===== src/rtl/mmu_arbiter.sv =====
// Two-port (instruction fetch / load-store) arbiter in front of the single mmu port.
// Define MMU_ARB_RR_EN for round-robin arbitration; default is D priority with a starvation limit.
module mmu_arbiter #(
  parameter int ADDR_W     = 32,
  parameter int STARVE_MAX = 8
) (
  input  logic              clk,
  input  logic              reset,
  input  logic              i_req,
  input  logic [ADDR_W-1:0] i_address,
  output logic [31:0]       i_read_data,
  output logic              i_valid,
  input  logic              d_req,
  input  logic              d_rw,
  input  logic [ADDR_W-1:0] d_address,
  input  logic [31:0]       d_write_data,
  input  logic [1:0]        d_size,
  output logic [31:0]       d_read_data,
  output logic              d_valid,
  output logic [ADDR_W-1:0] m_address,
  output logic              m_rw_req,
  output logic              m_rw,
  output logic [31:0]       m_write_data,
  output logic [1:0]        m_size,
  input  logic [31:0]       m_read_data,
  input  logic              m_data_valid,
  output logic              busy
);

  localparam logic [1:0] IDLE  = 2'd0;
  localparam logic [1:0] GNT_I = 2'd1;
  localparam logic [1:0] GNT_D = 2'd2;
  localparam logic [1:0] COOL  = 2'd3;

  logic [1:0] state;
  logic       grant_i;
  logic       grant_d;

`ifdef MMU_ARB_RR_EN
  // last_i remembers which port won the previous arbitration (0 = D).
  logic last_i;

  always_comb begin
    grant_i = i_req && (!d_req || !last_i);
    grant_d = d_req && (!i_req || last_i);
  end

  always_ff @(posedge clk or negedge reset) begin
    if (!reset) begin
      last_i <= 1'b0;
    end else if (state == IDLE) begin
      if (grant_i)
        last_i <= 1'b1;
      else if (grant_d)
        last_i <= 1'b0;
    end
  end
`else
  localparam int              CNT_W   = $clog2(STARVE_MAX + 1);
  localparam logic [CNT_W-1:0] CNT_MAX = CNT_W'(STARVE_MAX);
  localparam logic [CNT_W-1:0] CNT_ONE = CNT_W'(1);

  logic [CNT_W-1:0] starve_cnt;
  logic             starve;

  always_comb begin
    starve  = i_req && d_req && (starve_cnt == CNT_MAX);
    grant_i = i_req && (!d_req || starve);
    grant_d = d_req && !starve;
  end

  // Counts D wins while I is waiting; never exceeds CNT_MAX because I wins there.
  always_ff @(posedge clk or negedge reset) begin
    if (!reset) begin
      starve_cnt <= '0;
    end else if (!i_req) begin
      starve_cnt <= '0;
    end else if (state == IDLE) begin
      if (grant_i)
        starve_cnt <= '0;
      else if (grant_d)
        starve_cnt <= starve_cnt + CNT_ONE;
    end
  end
`endif

  always_ff @(posedge clk or negedge reset) begin
    if (!reset) begin
      state        <= IDLE;
      i_read_data  <= '0;
      i_valid      <= 1'b0;
      d_read_data  <= '0;
      d_valid      <= 1'b0;
      m_address    <= '0;
      m_rw_req     <= 1'b0;
      m_rw         <= 1'b0;
      m_write_data <= '0;
      m_size       <= '0;
      busy         <= 1'b0;
    end else begin
      i_valid <= 1'b0;
      d_valid <= 1'b0;
      case (state)
        IDLE: begin
          if (grant_i) begin
            m_address    <= i_address;
            m_rw         <= 1'b0;
            m_size       <= 2'd2;
            m_write_data <= '0;
            m_rw_req     <= 1'b1;
            busy         <= 1'b1;
            state        <= GNT_I;
          end else if (grant_d) begin
            m_address    <= d_address;
            m_rw         <= d_rw;
            m_size       <= d_size;
            m_write_data <= d_write_data;
            m_rw_req     <= 1'b1;
            busy         <= 1'b1;
            state        <= GNT_D;
          end
        end
        GNT_I: begin
          if (m_data_valid) begin
            i_read_data <= m_read_data;
            i_valid     <= 1'b1;
            m_rw_req    <= 1'b0;
            state       <= COOL;
          end
        end
        GNT_D: begin
          if (m_data_valid) begin
            d_read_data <= m_read_data;
            d_valid     <= 1'b1;
            m_rw_req    <= 1'b0;
            state       <= COOL;
          end
        end
        // One idle cycle while the mmu sits in DR, so no request is seen on its return to IDLE.
        COOL: begin
          busy  <= 1'b0;
          state <= IDLE;
        end
        default: begin
          m_rw_req <= 1'b0;
          busy     <= 1'b0;
          state    <= IDLE;
        end
      endcase
    end
  end

endmodule

===== config.mk =====
export PLATFORM = sky130hd
export DESIGN_NAME = mmu_arbiter
export DESIGN_NICKNAME = d
export VERILOG_FILES = /design/src/rtl/mmu_arbiter.sv
export SDC_FILE = /design/constraint.sdc
export NUM_CORES = 1
export LEC_CHECK = 0
export ABC_AREA = 1
export CORE_MARGIN = 4
export CORE_UTILIZATION = 42
export CTS_CLUSTER_DIAMETER = 120
export CTS_CLUSTER_SIZE = 40
export DETAILED_ROUTE_END_ITERATION = 8
export HOLD_SLACK_MARGIN = 0.02
export PLACE_DENSITY = 0.8
export RECOVER_POWER = 25
export SKIP_CTS_REPAIR_TIMING = 1
export SLEW_MARGIN = 5
export SYNTH_ARGS = -nofsm -noshare
export SYNTH_HDL_FRONTEND = slang
export SYNTH_SLANG_ARGS = --single-unit

===== constraint.sdc =====
create_clock -name clk -period 1.6 [get_ports clk]
set_input_delay 0.48 -clock clk [delete_from_list [all_inputs] [get_ports clk]]
set_output_delay 0.48 -clock clk [all_outputs]
set_load 0.05 [all_outputs]

Yosys cells after proc, flatten, opt, wreduce, memory -nomap -nowiden
Cells that the tools add are included.
{ "word_totals": {"register_bits": 141, "input_bits": 136, "out_inout_bits": 135} }
{ "op_classes": {"add_sub_neg": 1, "reduce_logical": 19, "muxes": 24, "eq_ne": 8} }
{ "ops": {"columns": ["operator", "n"], "rows": [
  ["32-bit 2-to-1 mux", 4],
  ["4-bit 2-to-1 mux", 4],
  ["2-bit AND reduction", 6],
  ["2-bit 2-to-1 mux", 5],
  ["1-bit 2-to-1 mux", 8],
  ["2-bit case mux with 3 select lines", 1],
  ["2-bit nonzero test", 3],
  ["4-bit by 1-bit adder with 4-bit output, second input constant", 1],
  ["2-bit == test, second input constant", 2],
  ["4-bit == test, second input constant", 1],
  ["1-bit logical AND", 4],
  ["2-bit by 1-bit != test with 1-bit output, second input constant", 2],
  ["1-bit case mux with 2 select lines", 2],
  ["3-bit by 1-bit != test with 1-bit output, second input constant", 1],
  ["3-bit != test, second input constant", 1],
  ["3-bit AND reduction", 1],
  ["2-bit by 1-bit == test with 1-bit output, second input constant", 1],
  ["1-bit logical NOT", 2],
  ["2-bit logical NOT", 1],
  ["2-bit OR reduction", 1],
  ["1-bit logical OR", 1]
]} }

Logic depth before layout (Yosys ltp)
Gate-level depths: netlist of the first run.
{ "logic_depth": {"ltp_word": 8, "mapped_depth": 9, "mapped_depth_nobuf": 8} }

Worst setup path after synthesis of the first run
No wires, ideal clock.
{ "synth_timing": {"path_type": "reg2reg", "start": "reg state[0]", "end": "reg m_address[10]", "path_buffers": 2, "synth_period_minus_slack_ns": 1.464, "path_stages_with_launch": 10, "arrival_time_ns": 1.346, "setup_time_ns": 0.118, "path_slack_ns": 0.136, "t_required_ns": 1.482, "path_cell_list": "dfrtp_1 inv_1 ha_1 inv_1 nor2_4 inv_2 buf_4 buf_4 nand2_1 nand2_1"} }
{ "synth_via": {"elab_chain_len": 2} }
{ "synth_rtl": {"columns": ["element", "line_no", "source"], "rows": [
  ["from (decl)", "35", "logic [1:0] state;"],
  ["from (signal assigned)", "89", "state <= IDLE;"],
  ["from (signal assigned)", "112", "state <= GNT_I;"],
  ["from (signal assigned)", "120", "state <= GNT_D;"],
  ["2-bit logical NOT", "103", "case (state)"],
  ["2-bit AND reduction (no line)", null, null],
  ["to (signal assigned)", "106", "m_address <= i_address;"],
  ["to (signal assigned)", "114", "m_address <= d_address;"],
  ["to (decl)", "20", "output logic [ADDR_W-1:0] m_address,"]
]} }
No other way between the ends.
A chain may end at the register's enable or synchronous reset.

Final worst setup path of the first run
{ "layout_timing": {"start": "reg starve_cnt[0]", "end": "reg m_write_data[16]"} }
{ "layout_via": {"elab_chain_len": 6} }
{ "layout_rtl": {"columns": ["element", "line_no", "source"], "rows": [
  ["from (decl)", "63", "logic [CNT_W-1:0] starve_cnt;"],
  ["from (signal assigned)", "82", "starve_cnt <= starve_cnt + CNT_ONE;"],
  ["4-bit == test *", "67", "starve = i_req && d_req && (starve_cnt == CNT_MAX);"],
  ["1-bit logical AND *", "67", null],
  ["1-bit logical OR / 1-bit logical NOT (equally long branches)", "68, 69", null],
  ["1-bit logical AND (on tied branches)", "68, 69", null],
  ["2-bit nonzero test (no line)", null, null],
  ["2-bit AND reduction (no line)", null, null],
  ["to (signal assigned)", "117", "m_write_data <= d_write_data;"],
  ["to (decl)", "23", "output logic [31:0] m_write_data,"]
]} }
Every way passes the cells marked *; elsewhere a longest branch is shown, timed or not.

==> results of run 1 <==
## registers in the layout (all words and copies together) (netlist names)
register      count
i_valid           1
m_rw_req          1
busy              1
m_rw              1
m_size            2
d_valid           1
m_write_data     32
i_read_data      32
m_address        32
state             2
starve_cnt        4
d_read_data      32
## final cells by class
type / instances / area [µm²] / area share, %
repair buffers: 304 / 4500 / 40.1
flip-flops and latches: 141 / 3530 / 31.4
multi-input cells: 438 / 1970 / 17.5
clock buffers: 26 / 519 / 4.62
inverters: 109 / 412 / 3.66
well taps: 180 / 225 / 2.00
clock inverters: 5 / 78.8 / 0.701
## metrics by stage
step / TNS, ns / instance area [µm²]
3_3_place_gp: -15.72 / 10600
5_1_grt: -0.168 / 11200
6_report: 0 / 11200
4_1_cts: -0.196 / 11200
3_5_place_dp: -18.79 / 10600
2_1_floorplan: 0 / 6100
## metal layers
layer	GRT usage [%]	wire length, µm
met1	27.3	7310
met2	44.3	10800
met3	7.26	1380
met4	11.9	991
met5	0	0
## cell families after synthesis
| family | Yosys count | synth area share (%) |
|---|---|---|
| flip-flops | 141 | 57.8 |
| buffers and inverters | 151 | 10.2 |
| AND/OR/NAND/NOR | 357 | 24.4 |
| XOR/XNOR | 2 | 0.287 |
| AO/OA/AOI/OAI | 72 | 5.92 |
| adder cells (fa/ha/maj) | 7 | 1.43 |
## power by group through the flow
stage | clock, W | sequential [W] | combinational, W
after detailed placement | 0 | 0.00699 | 0.0160
final | 0.00397 | 0.00698 | 0.0161
after global routing | 0.00419 | 0.00714 | 0.0169
after global placement | 0 | 0.00690 | 0.0158
after CTS | 0.00405 | 0.00698 | 0.0161
after floorplan | 0 | 0.0115 | 0.00252
## cell usage in the layout, fill, tap and decap left out, types with 6 or more instances in the layout
cell type	n
buf_12	147
inv_1	105
clkdlybuf4s50_1	134
dfrtp_1	141
ha_1	6
nand2_1	242
clkbuf_16	19
nand3_1	101
buf_4	15
nor2_1	7
o21ai_0	67
clkbuf_8	6
## path summary, 6_finish.rpt
| kind | endpoint | cells after the start | start | slack [ns] |
|---|---|---|---|---|
| worst min register to register | state[0]$_DFFE_PN0P_ | 2 | state[0]$_DFFE_PN0P_ | 0.54 |
| worst max-delay path | m_write_data[16]$_DFFE_PN0P_ | 9 | starve_cnt[0]$_DFFE_PN0P_ | 0.07 |
| worst min-delay path | m_write_data[26]$_DFFE_PN0P_ | 2 | reset | 0.53 |
| worst max register to register | m_write_data[16]$_DFFE_PN0P_ | 9 | starve_cnt[0]$_DFFE_PN0P_ | 0.07 |
| min in group clk | state[0]$_DFFE_PN0P_ | 2 | state[0]$_DFFE_PN0P_ | 0.54 |
| max in group asynchronous | i_read_data[15]$_DFFE_PN0P_ | 3 | reset | 0.19 |
==> flow_summary_export.csv, run 1 <==
group,metric,value,unit
pwr,clkPwrFrac,14.7,%
floorplanning,die_width,129,µm
place,place_ws,-0.289,ns
worst_hold_path,hp-class,"primary input to async pin",
global_route,overflow,0,
pwr,ir_drop,0.00131,V
setup_path,startpoint_type,"flip-flop",
yosys,syn-cell-area,6100,µm²
route,wl,20500,µm
setup_path,crit_path_max_incr_delay,0.40,ns
pwr,p_seq_share,25.8,%
pwr,leakagePower,5.69,nW
yosys,ys_seq_elements,141,
cts,cts_inserted_buffers,17,
pwr,p_sw_share,43.9,%
yosys,synth_cells,730,
yosys,synth_largest_area_cell,"dfrtp_1",
run,drv_cap,0,
global_route,antenna_found_initial,0,
floorplanning,die_h,129,µm
cells_and_area,final_util,80.0,%
floorplanning,core-area,14000,µm²
setup_path,path_max_fanout,15,
floorplanning,initial_core_util,43.5,%
yosys,synth-edff-count,0,
cells_and_area,fin_cells,1203,
route,vias,5910,
pwr,p_int,0.0152,W
floorplanning,io_pins,271,
yosys,ys_seq_area_share,57.8,%
sta,min_period,1.53,ns
run_status,status,"finished, final reports clean",
cts,cts_tree,"done",
yosys,yosysWarnings,0,
pwr,power_density,2410,nW/µm²
place,dp.cells,1166,
cells_and_area,diodes,0,
place,portBuffers,270,
route,avgRoutedWirePerCell,17.0,µm
route,postRouteAntennaNets,0,
cts,clkSlewWorstSetupHoldPaths,0.05,ns
sta,fin_ws,0.0705,ns
sta,fmax,0.654,GHz
sta,hold_viol_final,0,
floorplanning,die-area,16500,µm²
yosys,synth_common_cells,"nand2_1, dfrtp_1, inv_1, nand3_1, o21ai_0",
yosys,synth_area_leaders,"dfrtp_1, nand2_1, nand3_1",
yosys,syn_nets,873,
place,gp_congestion,0.799,
global_route,grt_start_max_net_pins,69,
place,dpl.hpwl,14600,µm
setup_path,critical_path_class,"flip-flop to flip-flop",
setup_path,crit_arrival,1.83,ns
setup_path,critPathBufInv,3,
route,firstDrtPassIters,4,
yosys,avgSynthCellArea,8.36,µm²
yosys,async_flop_share,100,%
cts,clock-sinks,141,
floorplanning,num_rows,43,
global_route,grt_pass1_wl,31700,µm
pwr,p_comb_share,59.6,%
yosys,synth_cell_types,20,
cts,clock_latency,0.42,ns
setup_path,crit_chain,"inv_2, ha_1, nand3_2, nand2_4, nand2_4, buf_12, buf_12, nand3_1, nand2_1",
sta,min_period_over_period,95.6,%
setup_path,endpoint_kind,"flip-flop",
setup_path,slowest_stage,"dfrtp_1",
pwr,power.total,0.0271,W
setup_path,crit_family,"simple AND/OR/NAND/NOR gates",
sta,fin_worst_skew,0.0105,ns
cells_and_area,n_fill_cell,832,
cells_and_area,areaGrowthSynthToFinish,84.1,%
cells_and_area,fin_nets,1154,
sta,slew_headroom,63.4,%
sta,holdWs,0.527,ns
route,drc,0,
pwr,p_sw,0.0119,W
setup_path,cp.required,1.90,ns
global_route,track_usage,24.9,%
route,vias_per_cell,4.91,
sta,slew_violations,0,
route,drt_first_iter_violations,359,
yosys,netlist.area_leader.share,57.8,%
sta,finalSetupViolCount,0,
yosys,synth_ff_type,"dfrtp_1",
cells_and_area,drive_above_1_share,20.3,%
cts,cts_max_path_buffers,2,
yosys,yosysMostFrequentCell,"nand2_1",
cts,cts_max_level,4,
cts,cts-root-buf,"clkbuf_16",
global_route,first_global_vias,6021,
sta,tightest_slew,0.548,ns
No activity file was read; power rests on OpenSTA's default activity.
==> run 2, diff against run 1 <==
--- a/config.mk
+++ b/config.mk
@@ -7,12 +7,14 @@
 export LEC_CHECK = 0
 export ABC_AREA = 1
 export CORE_MARGIN = 4
-export CORE_UTILIZATION = 42
+export CORE_UTILIZATION = 62
+export CTS_BUF_LIST = sky130_fd_sc_hd__clkbuf_16
 export CTS_CLUSTER_DIAMETER = 120
 export CTS_CLUSTER_SIZE = 40
 export DETAILED_ROUTE_END_ITERATION = 8
+export DONT_BUFFER_PORTS = 1
 export HOLD_SLACK_MARGIN = 0.02
-export PLACE_DENSITY = 0.8
+export PLACE_DENSITY = 0.78
 export RECOVER_POWER = 25
 export SKIP_CTS_REPAIR_TIMING = 1
 export SLEW_MARGIN = 5
==> run 2 against run 1 <==
Compared with the run above:
- the run now ends with hold timing left
- clock skew hardly changed
- routed wire length decreased by 26%
- sequential power up 70%
==> flow_summary_export.csv, run 2 (synthesis gave the netlist of run 1 again) <==
group,metric,value,unit
route,drt_first_iter_violations,434,
cells_and_area,drive_above_1_share,8.11,%
setup_path,crit_arrival,1.07,ns
place,place_area,6210,µm²
sta,tns,0,ns
place,dpl.hpwl,10400,µm
cells_and_area,mostFrequentLayoutCells,"nand2_1, dfrtp_1, inv_1",
cts,cts_inserted_buffers,17,
global_route,grt_pass1_wl,23100,µm
run_status,status,"finished, violations left",
sta,slew_violations,0,
route,drc,0,
cells_and_area,final_util,73.8,%
cells_and_area,fin_area,6950,µm²
cells_and_area,fin_cells,869,
global_route,grt_start_max_net_pins,142,
pwr,p_sw,0.0105,W
pwr,p_comb_share,17.8,%
pwr,ir_drop,0.00144,V
pwr,power_density,2750,nW/µm²
place,dp.cells,826,
cts,cts_tree,"done",
place,portBuffers,0,
sta,fmax,0.644,GHz
setup_path,path_max_fanout,2,
floorplanning,initial_core_util,64.8,%
global_route,overflow,0,
floorplanning,io_pins,271,
cts,cts-root-buf,"clkbuf_16",
sta,holdWs,-0.232,ns
sta,tightest_slew,0.540,ns
cts,cts_max_path_buffers,2,
route,wl,15300,µm
pwr,clkPwrFrac,19.8,%
route,avgRoutedWirePerCell,17.6,µm
setup_path,startpoint_type,"flip-flop",
setup_path,cp.required,1.12,ns
cells_and_area,n_fill_cell,660,
run_status,violations,"hold timing",
route,postRouteAntennaNets,0,
setup_path,critical_path_class,"flip-flop to output pin",
pwr,p_sw_share,54.8,%
pwr,leakagePower,3.85,nW
setup_path,endpoint_kind,"output pin",
sta,hold_viol_final,141,
cells_and_area,final_common_cell,"nand2_1",
cts,clkSlewWorstSetupHoldPaths,0.06,ns
pwr,p_int,0.00863,W
cts,clock_latency,0.40,ns
route,firstDrtPassIters,5,
floorplanning,num_rows,35,
run,drv_cap,0,
cells_and_area,diodes,0,
global_route,antenna_found_initial,0,
cells_and_area,fin_nets,870,
sta,finalSetupViolCount,0,
floorplanning,core-area,9420,µm²
pwr,p_seq_share,62.4,%
floorplanning,die_h,107,µm
floorplanning,die-area,11500,µm²
cts,clock-sinks,141,
floorplanning,die_width,107,µm
sta,slew_headroom,64.0,%
cells_and_area,areaGrowthSynthToFinish,13.8,%
route,vias_per_cell,5.54,
global_route,track_usage,25.3,%
cts,cts_max_level,4,
sta,min_period_over_period,97.1,%
worst_hold_path,hp-class,"primary input to async pin",
global_route,first_global_vias,4698,
route,vias,4818,
sta,min_period,1.55,ns
place,gp_congestion,0.823,
sta,fin_worst_skew,0.0106,ns
## run 2: metrics by stage
stage | setup WS (ns) | total power, W
after global routing | -0.0696 | 0.0201
after floorplan | 0.136 | 0.0140
after CTS | -0.0337 | 0.0190
after detailed placement | -0.00662 | 0.0152
after global placement | 0.0710 | 0.0149
final | 0.0461 | 0.0191
## run 2: final cells by class
type | count | area (µm²) | share of cell area, %
well taps | 129 | 161 | 2.32
clock buffers | 17 | 425 | 6.12
repair buffers | 20 | 303 | 4.36
clock inverters | 15 | 150 | 2.16
inverters | 109 | 409 | 5.89
multi-input cells | 438 | 1970 | 28.4
flip-flops and latches | 141 | 3530 | 50.8
## run 2: power by group through the flow
stage          combinational (W)  sequential (W)  clock (W)
3_3_place_gp             0.00293          0.0120          0
6_report                 0.00340          0.0119    0.00378
4_1_cts                  0.00320          0.0119    0.00385
2_1_floorplan            0.00252          0.0115          0
5_1_grt                  0.00397          0.0121    0.00403
3_5_place_dp             0.00319          0.0120          0
## run 2: final timing paths
check                      cells past startpoint                      endpoint                   startpoint  slack [ns]
hold reg to reg                                2          state[1]$_DFFE_PN0P_         state[1]$_DFFE_PN0P_        0.57
setup / recovery                               0               m_write_data[9]  m_write_data[9]$_DFFE_PN0P_        0.05
max in group asynchronous                      0  m_write_data[14]$_DFFE_PN0P_                        reset        1.58
setup reg to reg                               9     m_address[25]$_DFFE_PN0P_    starve_cnt[0]$_DFFE_PN0P_        0.09
min in group clk                               2   m_write_data[1]$_DFFE_PN0P_              d_write_data[1]        0.22
hold / removal                                 0     m_address[20]$_DFFE_PN0P_                        reset       -0.23
## run 2: routing by layer
metal  wire [µm]  up-vias  track usage (%)
li1            -     2244                -
met1        5840     2301             30.4
met2        7830      248             43.0
met3        1320       25             8.25
met4         277        0             8.49
met5           0        -                0
==> run 3, diff against run 2 <==
--- a/config.mk
+++ b/config.mk
@@ -6,15 +6,15 @@
 export NUM_CORES = 1
 export LEC_CHECK = 0
 export ABC_AREA = 1
+export ABC_CLOCK_PERIOD_IN_PS = 1600
 export CORE_MARGIN = 4
-export CORE_UTILIZATION = 62
+export CORE_UTILIZATION = 25
 export CTS_BUF_LIST = sky130_fd_sc_hd__clkbuf_16
 export CTS_CLUSTER_DIAMETER = 120
 export CTS_CLUSTER_SIZE = 40
 export DETAILED_ROUTE_END_ITERATION = 8
 export DONT_BUFFER_PORTS = 1
 export HOLD_SLACK_MARGIN = 0.02
-export PLACE_DENSITY = 0.78
 export RECOVER_POWER = 25
 export SKIP_CTS_REPAIR_TIMING = 1
 export SLEW_MARGIN = 5
==> run 3 against run 2 <==
Compared with the run above:
- the run still ends with hold timing left
- first-iteration DRC count shrank 37%
- clock-buffer cell count stayed put
- non-clock buffer count down 8
- cell area grew 2.1%
- via count is 5.8% lower
- final cell count increased by 21%
- die area increased by 130%
- critical path depth unchanged
- combinational power down 7.4%
- total power barely moved
- hold slack lost 0.0045 ns
==> flow_summary_export.csv, run 3 (synthesis gave the netlist of run 1 again) <==
group,metric,value,unit
place,place_area,6490,µm²
cells_and_area,multi_input_area,1960,µm²
sta,holdWs,-0.237,ns
global_route,antenna_found_initial,0,
run_status,status,"finished, violations left",
floorplanning,die_h,164,µm
route,avgRoutedWirePerCell,15.5,µm
setup_path,rr_startpoint,"starve_cnt[0]$_DFFE_PN0P_",
setup_path,endpoint_kind,"output pin",
route,vias_per_cell,4.32,
floorplanning,num_rows,56,
setup_path,crit_arrival,1.07,ns
floorplanning,die_width,164,µm
sta,slew_headroom,65.7,%
cells_and_area,fin_nets,862,
setup_path,r2r_cells,9,
cells_and_area,n_fill_cell,2470,
global_route,overflow,0,
route,drc,0,
cts,clock-sinks,141,
pwr,ir_drop,0.000999,V
place,gp_congestion,0.775,
route,vias,4539,
setup_path,timing.rr.end,"m_address[4]$_DFFE_PN0P_",
run_status,violations,"hold timing",
cells_and_area,final_common_cell,"nand2_1",
pwr,power_density,2690,nW/µm²
cells_and_area,mostFrequentLayoutCells,"nand2_1, dfrtp_1, inv_1",
cells_and_area,drive_above_1_share,7.79,%
cts,cts_max_level,4,
route,firstDrtPassIters,4,
sta,tightest_slew,0.514,ns
route,wl,16300,µm
cts,cts-root-buf,"clkbuf_16",
worst_hold_path,hp-class,"primary input to async pin",
floorplanning,die-area,27000,µm²
sta,min_period_over_period,96.7,%
cells_and_area,seqCellArea,3540,µm²
floorplanning,core-area,23800,µm²
floorplanning,io_pins,271,
cts,clkSlewWorstSetupHoldPaths,0.06,ns
cells_and_area,fin_cells,1051,
route,postRouteAntennaNets,0,
sta,fin_ws,0.0531,ns
cells_and_area,areaGrowthSynthToFinish,16.2,%
sta,hold_viol_final,141,
place,portBuffers,0,
place,dpl.hpwl,11200,µm
route,drt_first_iter_violations,272,
sta,min_period,1.55,ns
sta,fmax,0.646,GHz
cts,clock_latency,0.41,ns
global_route,grt_pass1_wl,25100,µm
cells_and_area,fin_area,7090,µm²
setup_path,path_max_fanout,2,
place,place_ws,0.0114,ns
global_route,track_usage,11.8,%
setup_path,critical_path_class,"flip-flop to output pin",
sta,slew_violations,0,
setup_path,reg2reg_slack,0.11,ns
cts,cts_tree,"done",
setup_path,cp.required,1.12,ns
pwr,leakagePower,3.80,nW
sta,fin_worst_skew,0.0112,ns
cts,cts_max_path_buffers,2,
setup_path,startpoint_type,"flip-flop",
sta,finalSetupViolCount,0,
place,dp.cells,1019,
pwr,power.total,0.0191,W
floorplanning,initial_core_util,25.7,%
global_route,grt_start_max_net_pins,142,
cts,cts_inserted_buffers,17,
global_route,first_global_vias,4501,
run,drv_cap,0,
cells_and_area,diodes,0,
-- run 3: changes by cell type in the layout (fill, tap and decap cells not counted), moves of 2 or more --
cell / delta
buf_4: -6
clkbuf_16: -3
bufinv_16: +2
dfrtp_2: +8
dfrtp_1: -8
nand2_2: +4
clkinv_2: +3
nand2_4: -2
inv_8: -3
clkinv_1: +2
clkinvlp_4: -4
nand2_1: -2
-- run 3: worst max-delay path by stage --
stage,startpoint,endpoint,slack [ns],cells after the start
2_1_floorplan,state[0]$_DFFE_PN0P_,m_address[10]$_DFFE_PN0P_,0.14,9
3_3_place_gp,starve_cnt[0]$_DFFE_PN0P_,m_address[3]$_DFFE_PN0P_,0.11,9
3_5_place_dp,state[1]$_DFFE_PN0P_,state[0]$_DFFE_PN0P_,0.01,7
4_1_cts,m_rw_req$_DFFE_PN0P_,m_rw_req,-0.02,0
5_1_grt,starve_cnt[0]$_DFFE_PN0P_,m_address[6]$_DFFE_PN0P_,-0.002,9
6_report,d_read_data[16]$_DFFE_PN0P_,d_read_data[16],0.05,0
-- run 3: metal layers --
layer / vias to the layer above / share of wire (%) / GRT usage, %
met2: 165 / 49 / 19.5
met3: 11 / 8.1 / 4.52
li1: 2220 / - / -
met1: 2143 / 41 / 14.3
met4: 0 / 1.3 / 3.77
met5: - / 0 / 0
-- run 3: where the power goes --
part	total, W	leakage [nW]	internal, W	switching [W]
clock network	0.00404	0.298	0.00245	0.00158
registers	0.0119	1.76	0.00510	0.00680
logic	0.00315	1.74	0.00124	0.00191
-- run 3: cell type report --
| cell class | instances | area share, % |
|---|---|---|
| Sequential cell | 141 | 49.9 |
| Clock buffer | 17 | 6.00 |
| Tap cell | 319 | 5.63 |
| Clock inverter | 15 | 2.38 |
| Multi-Input combinational cell | 438 | 27.6 |
| Timing Repair Buffer | 12 | 2.73 |
| Inverter | 109 | 5.77 |
-- run 3: metrics by stage --
stage	TNS [ns]	util [%]
global placement	0	27.3
CTS	-0.0403	29.8
detailed placement	0	27.3
floorplan	0	-
finish	0	29.9
global route	-0.00219	29.9
